--- config.mk ---
export PLATFORM = sky130hd
export DESIGN_NAME = fir_coeff_loader
export DESIGN_NICKNAME = d
export VERILOG_FILES = /design/src/rtl/coeff_loader_pkg.sv /design/src/rtl/rr_arbiter_2.sv /design/src/rtl/fir_coeff_loader.sv
export SDC_FILE = /design/constraint.sdc
export NUM_CORES = 1
export LEC_CHECK = 0
export ABC_AREA = 0
export BUFFER_PORTS_ARGS = -buffer_cell sky130_fd_sc_hd__buf_2
export CAP_MARGIN = 20
export CORE_MARGIN = 8
export CORE_UTILIZATION = 60
export DETAILED_ROUTE_END_ITERATION = 16
export PLACE_DENSITY = 0.79
export SLEW_MARGIN = 25
export SYNTH_ARGS = -nofsm -noshare
export SYNTH_HDL_FRONTEND = slang
export SYNTH_SLANG_ARGS = --single-unit
--- constraint.sdc ---
create_clock -name sys_clk -period 4.5 [get_ports sys_clk]
set_input_delay 0.225 -clock sys_clk [delete_from_list [all_inputs] [get_ports sys_clk]]
set_output_delay 0.225 -clock sys_clk [all_outputs]
set_load 0.01 [all_outputs]
--- src/rtl/coeff_loader_pkg.sv ---
`default_nettype none
// ============================================================================
// Package     : coeff_loader_pkg
// Description : Shared types and constants for the FIR coefficient loader:
//               loader state encoding, default tap count, axis codes.
// Revision    : 1.0 - initial release
// ============================================================================
package coeff_loader_pkg;

    localparam int NUM_TAPS_DEFAULT = 16;
    localparam int COEFF_W          = 16;

    // Axis code carried by a bank-load command; NONE marks an invalid target.
    localparam logic [1:0] AXIS_NONE = 2'd0;
    localparam logic [1:0] AXIS_X    = 2'd1;
    localparam logic [1:0] AXIS_Y    = 2'd2;
    localparam logic [1:0] AXIS_Z    = 2'd3;

    typedef enum logic [2:0] {
        S_IDLE      = 3'd0,
        S_COLLECT   = 3'd1,
        S_WAIT_IDLE = 3'd2,
        S_COMMIT    = 3'd3,
        S_DONE      = 3'd4
    } state_t;

endpackage
`default_nettype wire

--- src/rtl/rr_arbiter_2.sv ---
`default_nettype none
// ============================================================================
// Module      : rr_arbiter_2
// Description : Two-way round-robin arbiter. A lone request is always granted;
//               on a tie the requester holding priority wins. Priority passes
//               to the other requester whenever a grant is accepted.
// Revision    : 1.0 - initial release
// ============================================================================
module rr_arbiter_2 (
    input  logic       clk,
    input  logic       rst_n,
    input  logic [1:0] req,
    input  logic       accept,
    output logic [1:0] grant,
    output logic       grant_id
);

    // Requester that wins a tie; requester 0 after reset.
    logic prio;

    // Grant selection: sole requester wins, ties go to the priority holder.
    always_comb begin
        grant    = 2'b00;
        grant_id = 1'b0;
        case (req)
            2'b01: grant = 2'b01;
            2'b10: begin
                grant    = 2'b10;
                grant_id = 1'b1;
            end
            2'b11: begin
                grant_id = prio;
                grant    = prio ? 2'b10 : 2'b01;
            end
            default: ;
        endcase
    end

    // Hand priority to the other requester once a grant is taken.
    always_ff @(posedge clk or negedge rst_n) begin
        if (!rst_n) begin
            prio <= 1'b0;
        end else if (accept) begin
            prio <= ~grant_id;
        end
    end

endmodule
`default_nettype wire

--- src/rtl/fir_coeff_loader.sv ---
`default_nettype none
// ============================================================================
// Module      : fir_coeff_loader
// Description : Collects a bank of NUM_TAPS coefficients from one of two
//               requesters into a shadow buffer, then writes them to the
//               signal path only while it reports idle.
//               Optional macro COEFF_CHECKSUM_EN: one extra word per load
//               carrying the 16-bit wrap-around sum of the coefficients.
// Revision    : 1.0 - initial release
// ============================================================================
module fir_coeff_loader
    import coeff_loader_pkg::*;
#(
    parameter int NUM_TAPS = NUM_TAPS_DEFAULT
) (
    input  logic                sys_clk,
    input  logic                reset_n,
    input  logic                r0_cmd_valid,
    output logic                r0_cmd_ready,
    input  logic [1:0]          r0_axis,
    input  logic [1:0]          r0_bank,
    input  logic                r0_data_valid,
    output logic                r0_data_ready,
    input  logic [COEFF_W-1:0]  r0_data,
    input  logic                r1_cmd_valid,
    output logic                r1_cmd_ready,
    input  logic [1:0]          r1_axis,
    input  logic [1:0]          r1_bank,
    input  logic                r1_data_valid,
    output logic                r1_data_ready,
    input  logic [COEFF_W-1:0]  r1_data,
    input  logic                available,
    output logic                update_en,
    output logic [1:0]          update_axis,
    output logic [1:0]          update_bank,
    output logic [3:0]          update_index,
    output logic [COEFF_W-1:0]  update_value,
    output logic                busy,
    output logic                done,
    output logic                done_id,
    output logic                error
);

    localparam int IW = (NUM_TAPS > 1) ? $clog2(NUM_TAPS) : 1;
    localparam int CW = $clog2(NUM_TAPS + 1);
    localparam logic [CW-1:0] TAPS_CW  = CW'(NUM_TAPS);
    localparam logic [IW-1:0] LAST_TAP = IW'(NUM_TAPS - 1);
`ifdef COEFF_CHECKSUM_EN
    localparam logic [CW-1:0] LAST_WORD = CW'(NUM_TAPS);
`else
    localparam logic [CW-1:0] LAST_WORD = CW'(NUM_TAPS - 1);
`endif

    state_t               state, state_nxt;
    logic [1:0]           lat_axis, lat_bank;
    logic                 lat_id;
    logic [CW-1:0]        count;
    logic [IW-1:0]        tap;
    logic                 err_flag;
    logic [COEFF_W-1:0]   shadow [NUM_TAPS];

    logic [1:0]           arb_req, arb_grant;
    logic                 arb_id;
    logic                 cmd_hs, collecting, word_valid, data_hs;
    logic                 last_word, load_bad, commit_en;
    logic [COEFF_W-1:0]   word;

    // Commands are only arbitrated while idle.
    assign arb_req = (state == S_IDLE) ? {r1_cmd_valid, r0_cmd_valid} : 2'b00;

    rr_arbiter_2 u_arb (
        .clk      (sys_clk),
        .rst_n    (reset_n),
        .req      (arb_req),
        .accept   (cmd_hs),
        .grant    (arb_grant),
        .grant_id (arb_id)
    );

    // A grant is only issued to a valid requester, so any grant is a handshake.
    assign cmd_hs       = |arb_grant;
    assign r0_cmd_ready = arb_grant[0];
    assign r1_cmd_ready = arb_grant[1];

    // Word stream comes only from the requester whose command was accepted.
    assign collecting    = (state == S_COLLECT);
    assign r0_data_ready = collecting & ~lat_id;
    assign r1_data_ready = collecting &  lat_id;
    assign word_valid    = lat_id ? r1_data_valid : r0_data_valid;
    assign word          = lat_id ? r1_data : r0_data;
    assign data_hs       = collecting & word_valid;
    assign last_word     = data_hs && (count == LAST_WORD);
    assign commit_en     = (state == S_COMMIT) && available;

`ifdef COEFF_CHECKSUM_EN
    logic [COEFF_W-1:0] csum;

    // Running sum of the coefficient words of the current load.
    always_ff @(posedge sys_clk or negedge reset_n) begin
        if (!reset_n) begin
            csum <= '0;
        end else if (cmd_hs) begin
            csum <= '0;
        end else if (data_hs && (count < TAPS_CW)) begin
            csum <= csum + word;
        end
    end

    assign load_bad = (lat_axis == AXIS_NONE) || (word != csum);
`else
    assign load_bad = (lat_axis == AXIS_NONE);
`endif

    // State register.
    always_ff @(posedge sys_clk or negedge reset_n) begin
        if (!reset_n) begin
            state <= S_IDLE;
        end else begin
            state <= state_nxt;
        end
    end

    // Next-state logic.
    always_comb begin
        state_nxt = state;
        case (state)
            S_IDLE:      if (cmd_hs) state_nxt = S_COLLECT;
            S_COLLECT:   if (last_word) state_nxt = load_bad ? S_DONE : S_WAIT_IDLE;
            S_WAIT_IDLE: if (available) state_nxt = S_COMMIT;
            S_COMMIT:    if (commit_en && (tap == LAST_TAP)) state_nxt = S_DONE;
            S_DONE:      state_nxt = S_IDLE;
            default:     state_nxt = S_IDLE;
        endcase
    end

    // Command latch, word counter, commit index and load verdict.
    always_ff @(posedge sys_clk or negedge reset_n) begin
        if (!reset_n) begin
            lat_axis <= '0;
            lat_bank <= '0;
            lat_id   <= 1'b0;
            count    <= '0;
            tap      <= '0;
            err_flag <= 1'b0;
        end else begin
            if (cmd_hs) begin
                lat_axis <= arb_id ? r1_axis : r0_axis;
                lat_bank <= arb_id ? r1_bank : r0_bank;
                lat_id   <= arb_id;
                count    <= '0;
                tap      <= '0;
                err_flag <= 1'b0;
            end
            if (data_hs) begin
                count <= count + CW'(1);
            end
            if (last_word) begin
                err_flag <= load_bad;
            end
            if (commit_en) begin
                tap <= (tap == LAST_TAP) ? '0 : tap + IW'(1);
            end
        end
    end

    // Shadow buffer; contents survive reset and are overwritten by each load.
    always_ff @(posedge sys_clk) begin
        if (data_hs && (count < TAPS_CW)) begin
            shadow[count[IW-1:0]] <= word;
        end
    end

    // Signal-path write port is zero whenever no write is issued.
    assign update_en    = commit_en;
    assign update_axis  = commit_en ? lat_axis : 2'd0;
    assign update_bank  = commit_en ? lat_bank : 2'd0;
    assign update_index = commit_en ? 4'(tap) : 4'd0;
    assign update_value = commit_en ? shadow[tap] : '0;

    assign busy    = (state != S_IDLE);
    assign done    = (state == S_DONE);
    assign done_id = done & lat_id;
    assign error   = done & err_flag;

endmodule
`default_nettype wire

# Word level (Yosys, flattened, before mapping)
# Memory sizes are Yosys's and may differ from the RTL's.
# Cells that the tools add are included.
dict set report classes {
  n_addsub 2
  n_lt_le_gt_ge 1
  n_eq_ne 13
  n_mux 27
  bitwise 7
  n_reduce_logical 12
}
# op count
set ops {}
lappend ops {{16-bit 2-to-1 mux} 2}
lappend ops {{4-bit 2-to-1 mux} 4}
lappend ops {{3-bit 2-to-1 mux} 5}
lappend ops {{2-bit 2-to-1 mux} 6}
lappend ops {{3-bit one-hot mux with 4 select lines} 1}
lappend ops {{5-bit 2-to-1 mux} 2}
lappend ops {{3-bit by 2-bit == test with 1-bit output (second input constant)} 2}
lappend ops {{2-bit one-hot mux with 3 select lines} 1}
lappend ops {{2-bit nonzero test} 3}
lappend ops {{5-bit by 1-bit adder with 5-bit output (second input constant)} 1}
lappend ops {{1-bit bitwise AND} 5}
lappend ops {{5-bit by 4-bit == test with 1-bit output (second input constant)} 1}
lappend ops {{5-bit less-than comparator (second input constant)} 1}
lappend ops {{1-bit 2-to-1 mux} 5}
lappend ops {{4-bit by 1-bit adder with 4-bit output (second input constant)} 1}
lappend ops {{2-bit == test (second input constant)} 2}
lappend ops {{4-bit == test (second input constant)} 1}
lappend ops {{1-bit logical AND} 4}
lappend ops {{2-bit by 1-bit inequality test with 1-bit output (second input constant)} 2}
lappend ops {{2-bit inequality test (second input constant)} 2}
lappend ops {{4-bit AND reduction} 1}
lappend ops {{3-bit by 1-bit == test with 1-bit output (second input constant)} 1}
lappend ops {{3-bit == test (second input constant)} 1}
lappend ops {{3-bit zero test} 1}
lappend ops {{other kinds (6)} 7}
dict set report totals {
  register_bits 19
  ramBits 256
  input_bits 47
  output_inout_bits 33
  word_cells 71
  mem_count 1
}
# name depth width read_ports rd_clocked_by_memory_dff write_ports line
set mem_list {}
lappend mem_list {shadow 16 16 1 0 1 fir_coeff_loader.sv:60} ;# logic [COEFF_W-1:0] shadow [NUM_TAPS];

# Logic depth before layout (Yosys ltp)
dict set report logic_depth {
  word_depth 7
  mapped_depth 7
  ltp_nobuf 7
}

# By module
# Synthesis repeated with hierarchy kept, for this count alone.
dict set report unflattened {
  cells_unflattened 574
  hier_area_um2 11155.7
}
# mod n_inst cells_per_inst area_each_um2 seq_area_each_um2
set by_module_without_submodules {}
lappend by_module_without_submodules {fir_coeff_loader 1 567 11071.9 8137.8}
lappend by_module_without_submodules {rr_arbiter_2 1 7 83.8 25.0}

# Worst setup path before layout
# OpenSTA, ideal clock, no wires.
dict set report synth_timing {
  path_type {register to register}
  start {register state[1]}
  end {memory shadow[0][0], enable pin}
  setup_ps 409
  arrival_time_ps 2476
  required_time_ps 4091
  slack_ps 1614
  path_stages_with_launch 7
  n_path_buf 2
  synth_period_minus_slack_ps 2886
  path_cell_list {dfrtp_1 -> buf_2 -> or3b_1 -> clkbuf_2 -> nor3_2 -> nand2_1 -> nor3_1}
}
dict set report synth_between {
  elab_chain_cells 5
}
# item line
set synth_lines {}
lappend synth_lines {{from (decl)} fir_coeff_loader.sv:54} ;# state_t state, state_nxt;
lappend synth_lines {{from (signal assigned)} fir_coeff_loader.sv:119} ;# state <= state_nxt;
lappend synth_lines {{3-bit by 1-bit == test with 1-bit output} fir_coeff_loader.sv:86} ;# assign collecting = (state == S_COLLECT);
lappend synth_lines {{1-bit bitwise AND} fir_coeff_loader.sv:91} ;# assign data_hs = collecting & word_valid;
lappend synth_lines {{1-bit logical AND} fir_coeff_loader.sv:168} ;# if (data_hs && (count < TAPS_CW)) begin
lappend synth_lines {{1-bit 2-to-1 mux} fir_coeff_loader.sv:168}
lappend synth_lines {{1-bit 2-to-1 mux (not written as such)} fir_coeff_loader.sv:169} ;# shadow[count[IW-1:0]] <= word;
lappend synth_lines {{to (decl)} fir_coeff_loader.sv:60}
# Every way passes these cells.

# Worst setup path after layout
dict set report layout_timing {
  start {register state[1]}
  end {output port update_value[0]}
}
dict set report layout_between {
  elab_chain_cells 3
}
# item line
set layout_lines {}
lappend layout_lines {{3-bit by 2-bit == test with 1-bit output} fir_coeff_loader.sv:93} ;# assign commit_en = (state == S_COMMIT) && available;
lappend layout_lines {{1-bit logical AND} fir_coeff_loader.sv:93}
lappend layout_lines {{16-bit 2-to-1 mux} fir_coeff_loader.sv:178} ;# assign update_value = commit_en ? shadow[tap] : '0;
lappend layout_lines {{to (decl)} fir_coeff_loader.sv:37} ;# output logic [COEFF_W-1:0] update_value,
# Every way passes these cells.

==> results.md <==
| Result | This run |
| --- | --- |
| Number of antenna violations at the first check in global routing | 0 |
| Dpl cell area | 11840 sq um |
| Fraction of post-synthesis cell area in the top cell type by area | 69.14% |
| Count of port buffers added during placement | 79 |
| Starting density of the core | 61.47% |
| Via count | 5855 |
| Clock tree from TritonCTS | built |
| Worst-case vdd ir drop | 0.0003813 V |
| Gp weighted congestion | 0.8191 |
| Critical path, cell by cell | nand4b_1, inv_1, nand2_1, o22ai_1, buf_2 |
| Global router's overall resource usage | 20.49% |
| Vias per inst | 6.330 |
| Critical path arrival | 2.91 ns |
| Antenna diode count | 0 |
| Post-Synthesis Cell Area | 11120 sq um |
| Max-cap violations | 0 |
| Clock latency reported for the late side of the worst-skew pair | 0.52 ns |
| Residual antenna-violating net count after detailed routing | 0 |
| Number of search-and-repair iterations in the first detailed-routing pass | 5 |
| Worst clock skew on the final layout | 0.01143 ns |
| Cell at the root of the clock tree | sky130_fd_sc_hd__clkbuf_16 |
| Clk slew on worst S/H paths | 0.06 ns |
| Capturing element type of the critical path | output port |
| GR Layer Usage met3 | 3.063% |
| Final slew viol count | 0 |
| Global routing usage on met2 | 34.13% |
| Final-layout setup total negative slack | 0 ns |
| Required time worst endpoint | 4.28 ns |
| Worst setup path startpoint | state[1]$_DFFE_PN0P_ |
| Most instantiated library cell after synthesis | sky130_fd_sc_hd__edfxtp_1 |
| Minimum clock period after layout | 3.134 ns |
| Synthesized netlist cell count | 574 |
| Top cell type by total area after synthesis | sky130_fd_sc_hd__edfxtp_1 |
| Die Y-Extent | 152.1 um |
| Number of global-route vias before repair | 6016 |
| Setup repair after global routing missed its margin | no |
| Worst slew pin tran | 0.8102 ns |
| Final instance area | 12850 sq um |
| Number of clock buffers inserted by TritonCTS | 26 |
| H-tree depth reported by CTS | 1 |
| Count of buffer and inverter cells on the critical path | 2 |
| Pin count of the biggest net entering global routing | 48 |
| Number of buffers on the longest clock path | 3 |
| Worst flop-to-flop path startpoint | state[0]$_DFFE_PN0P_ |
| Number of placed I/O pins | 80 |
| Net count after synthesis | 627 |
| Top cells by area, synth | sky130_fd_sc_hd__edfxtp_1 69%, sky130_fd_sc_hd__mux4_2 13%, sky130_fd_sc_hd__dfrtp_1 4.3%, sky130_fd_sc_hd__mux2i_1 3.2%, sky130_fd_sc_hd__mux2_2 1.7% |
| Top cells by instance count after synthesis | 256 x sky130_fd_sc_hd__edfxtp_1, 62 x sky130_fd_sc_hd__mux4_2, 35 x sky130_fd_sc_hd__mux2i_1 |
| YS warnings | 0 |
| Horizontal extent of the die | 152.1 um |
| Top_reg_cell synth | sky130_fd_sc_hd__edfxtp_1 |
| Final worst path period share | 69.64% |
| Kind of critical path | register to output port |
| Layout-stage area growth over the synthesis result | 15.60% |
| Average footprint of a synthesized cell | 19.37 sq um |
| Worst path max stage delay | 0.50 ns |
| Post-CTS Setup Repair Bufs | 0 |
| Detailed placement HPWL | 14.63 mm |
| Total power consumption of the routed design | 0.007419 W |
| Core box area | 18090 sq um |
| Min-Delay Path Class | primary input to register |
| Critical Path Fanout Max | 16 |
| Synth cell types | 45 |
| Final hold slack | 0.08038 ns |
| Clock Sink Count | 275 |
| Met1 track demand over resource in global routing | 27.85% |
| Detailed router's first-iteration violation count | 521 |
| Final net count | 730 |
| Run status | finished, final reports clean |
| Fraction of synthesis flops using an asynchronous set or reset pin | 6.909% |
| Share of synthesized area occupied by flip-flops and latches | 73.42% |
| Leak Pwr | 4.339 nW |
| Family with the most delay on the worst path | simple AND/OR/NAND/NOR gates |
| Origin of the worst min-delay path | r0_cmd_valid |
| DRC violation count after routing | 0 |
| Std cell rows | 49 |
| Cell at the slowest stage of the critical path | sky130_fd_sc_hd__dfrtp_1 |
| Kind of start point of the critical path | register |
| Average wire per standard cell | 25.69 um |
| Die ar. | 23140 sq um |
| Global-route wire length before repair | 36.18 mm |
| Total wire length | 23.77 mm |
| Headroom to the max-slew limit | 45.99% |
| Peak-usage layer in the global routing report | met2 |
| Congestion Overflow GR | 0 |
| Number of fillers in the final layout | 1040 |
| Count of endpoints failing setup in the final report | 0 |
| Final-report hold violation count | 0 |
| Cell area power density | 577.2 nW/um^2 |
| Fraction of final layout cells with drive strength greater than 1 | 32.90% |
| Maximum frequency from static timing analysis | 319.1 MHz |
| Post-synthesis register bit count | 275 |
| Count of flip-flops with a built-in enable after synthesis | 256 |
kinds of logic after synthesis:
kind of cell,count (synthesis),share of synthesized area (%)
DFF,275,73.42
muxes,114,17.43
and+or+nand+nor,85,3.703
buffers and inverters,49,2.003
AOI/OAI and AO/OA,44,2.690
adders and majority gates,6,0.6752
xor gates and xnor gates,1,0.07879
layout by cell type (no fill, tap or decap), types with 3 or more instances in the layout:
cell type and n:
sky130_fd_sc_hd__edfxtp_1 256, sky130_fd_sc_hd__buf_2 79, sky130_fd_sc_hd__mux4_2 62, sky130_fd_sc_hd__mux2i_1 35
sky130_fd_sc_hd__clkbuf_16 27, sky130_fd_sc_hd__nand2_1 25, sky130_fd_sc_hd__nor2_1 22, sky130_fd_sc_hd__buf_4 19
sky130_fd_sc_hd__mux2_2 17, sky130_fd_sc_hd__o22ai_1 16, sky130_fd_sc_hd__dfrtp_1 16, sky130_fd_sc_hd__inv_1 15
sky130_fd_sc_hd__nand3_1 11, sky130_fd_sc_hd__dlygate4sd3_1 9, sky130_fd_sc_hd__and2_1 7, sky130_fd_sc_hd__clkinv_1 7
sky130_fd_sc_hd__nor3_2 6, sky130_fd_sc_hd__ha_1 6, sky130_fd_sc_hd__bufinv_16 6, sky130_fd_sc_hd__o21ai_0 5
sky130_fd_sc_hd__a22oi_1 4, sky130_fd_sc_hd__a21oi_1 3, sky130_fd_sc_hd__o21bai_1 3, sky130_fd_sc_hd__a31oi_1 3
sky130_fd_sc_hd__clkinv_2 3
final timing paths:
path | endpoint | slack (ns) | cells after the start
setup / recovery | update_value[0] | 1.37 | 5
hold / removal | u_arb.prio$_DFFE_PN0P_ | 0.08 | 3
setup reg to reg | shadow[1][1]$_DFFE_PP_ | 1.84 | 5
hold reg to reg | lat_bank[0]$_DFFE_PN0P_ | 0.49 | 2
max in group asynchronous | tap[0]$_DFFE_PN0P_ | 3.97 | 2
min in group asynchronous | lat_id$_DFFE_PN0P_ | 0.18 | 2
report_power, final:
group | switching, W | leakage (nW) | internal (W)
registers | 0.000207 | 2.54 | 0.00317
clock network | 0.000900 | 0.443 | 0.00143
logic | 0.000971 | 1.35 | 0.000745
metrics by stage:
step           instances  utilization, %  setup slack [ns]
5_1_grt              925           71.06             1.206
4_1_cts              925           71.06             1.345
6_report             925           71.06             1.366
2_1_floorplan        574               -             1.614
3_3_place_gp         869           65.48             1.918
3_5_place_dp         869           65.48             1.870
worst register-to-register path: cells and delay by family (launching register included):
kind | cells | cell delay, ns
buffers and inverters | 1 | 0.32
and+or+nand+nor | 4 | 1.54
DFF | 1 | 0.50
sequential cells by signal (all words and copies together), names as in the netlist:
| name | count |
|---|---|
| shadow | 256 |
| count | 5 |
| tap | 4 |
| state | 3 |
| lat_axis | 2 |
| lat_bank | 2 |
| err_flag | 1 |
| lat_id | 1 |
| u_arb.prio | 1 |
metal layers:
layer  part of all wire [%]  vias to the layer above  wire (um)
li1                       -                     2532          -
met1                     41                     3008       9654
met2                     49                      271      11730
met3                    7.8                       44       1865
met4                    2.2                        0        514
met5                      0                        -          0
what timing repair did:
action                                 CTS  global route
hold buffers                             9             0
gates resized for setup                  0             0
endpoints found under the hold margin   23             0
final cells by class:
type	count	area (sq um)	area share [%]
flip-flops and latches	275	8169	63.56
multi-input cells	250	2753	21.42
clock buffers	29	683.2	5.315
repair buffers	109	668.1	5.199
well taps	229	286.5	2.229
clock inverters	18	236.5	1.840
inverters	15	56.30	0.4381
Power figures use the tool's default switching activity.
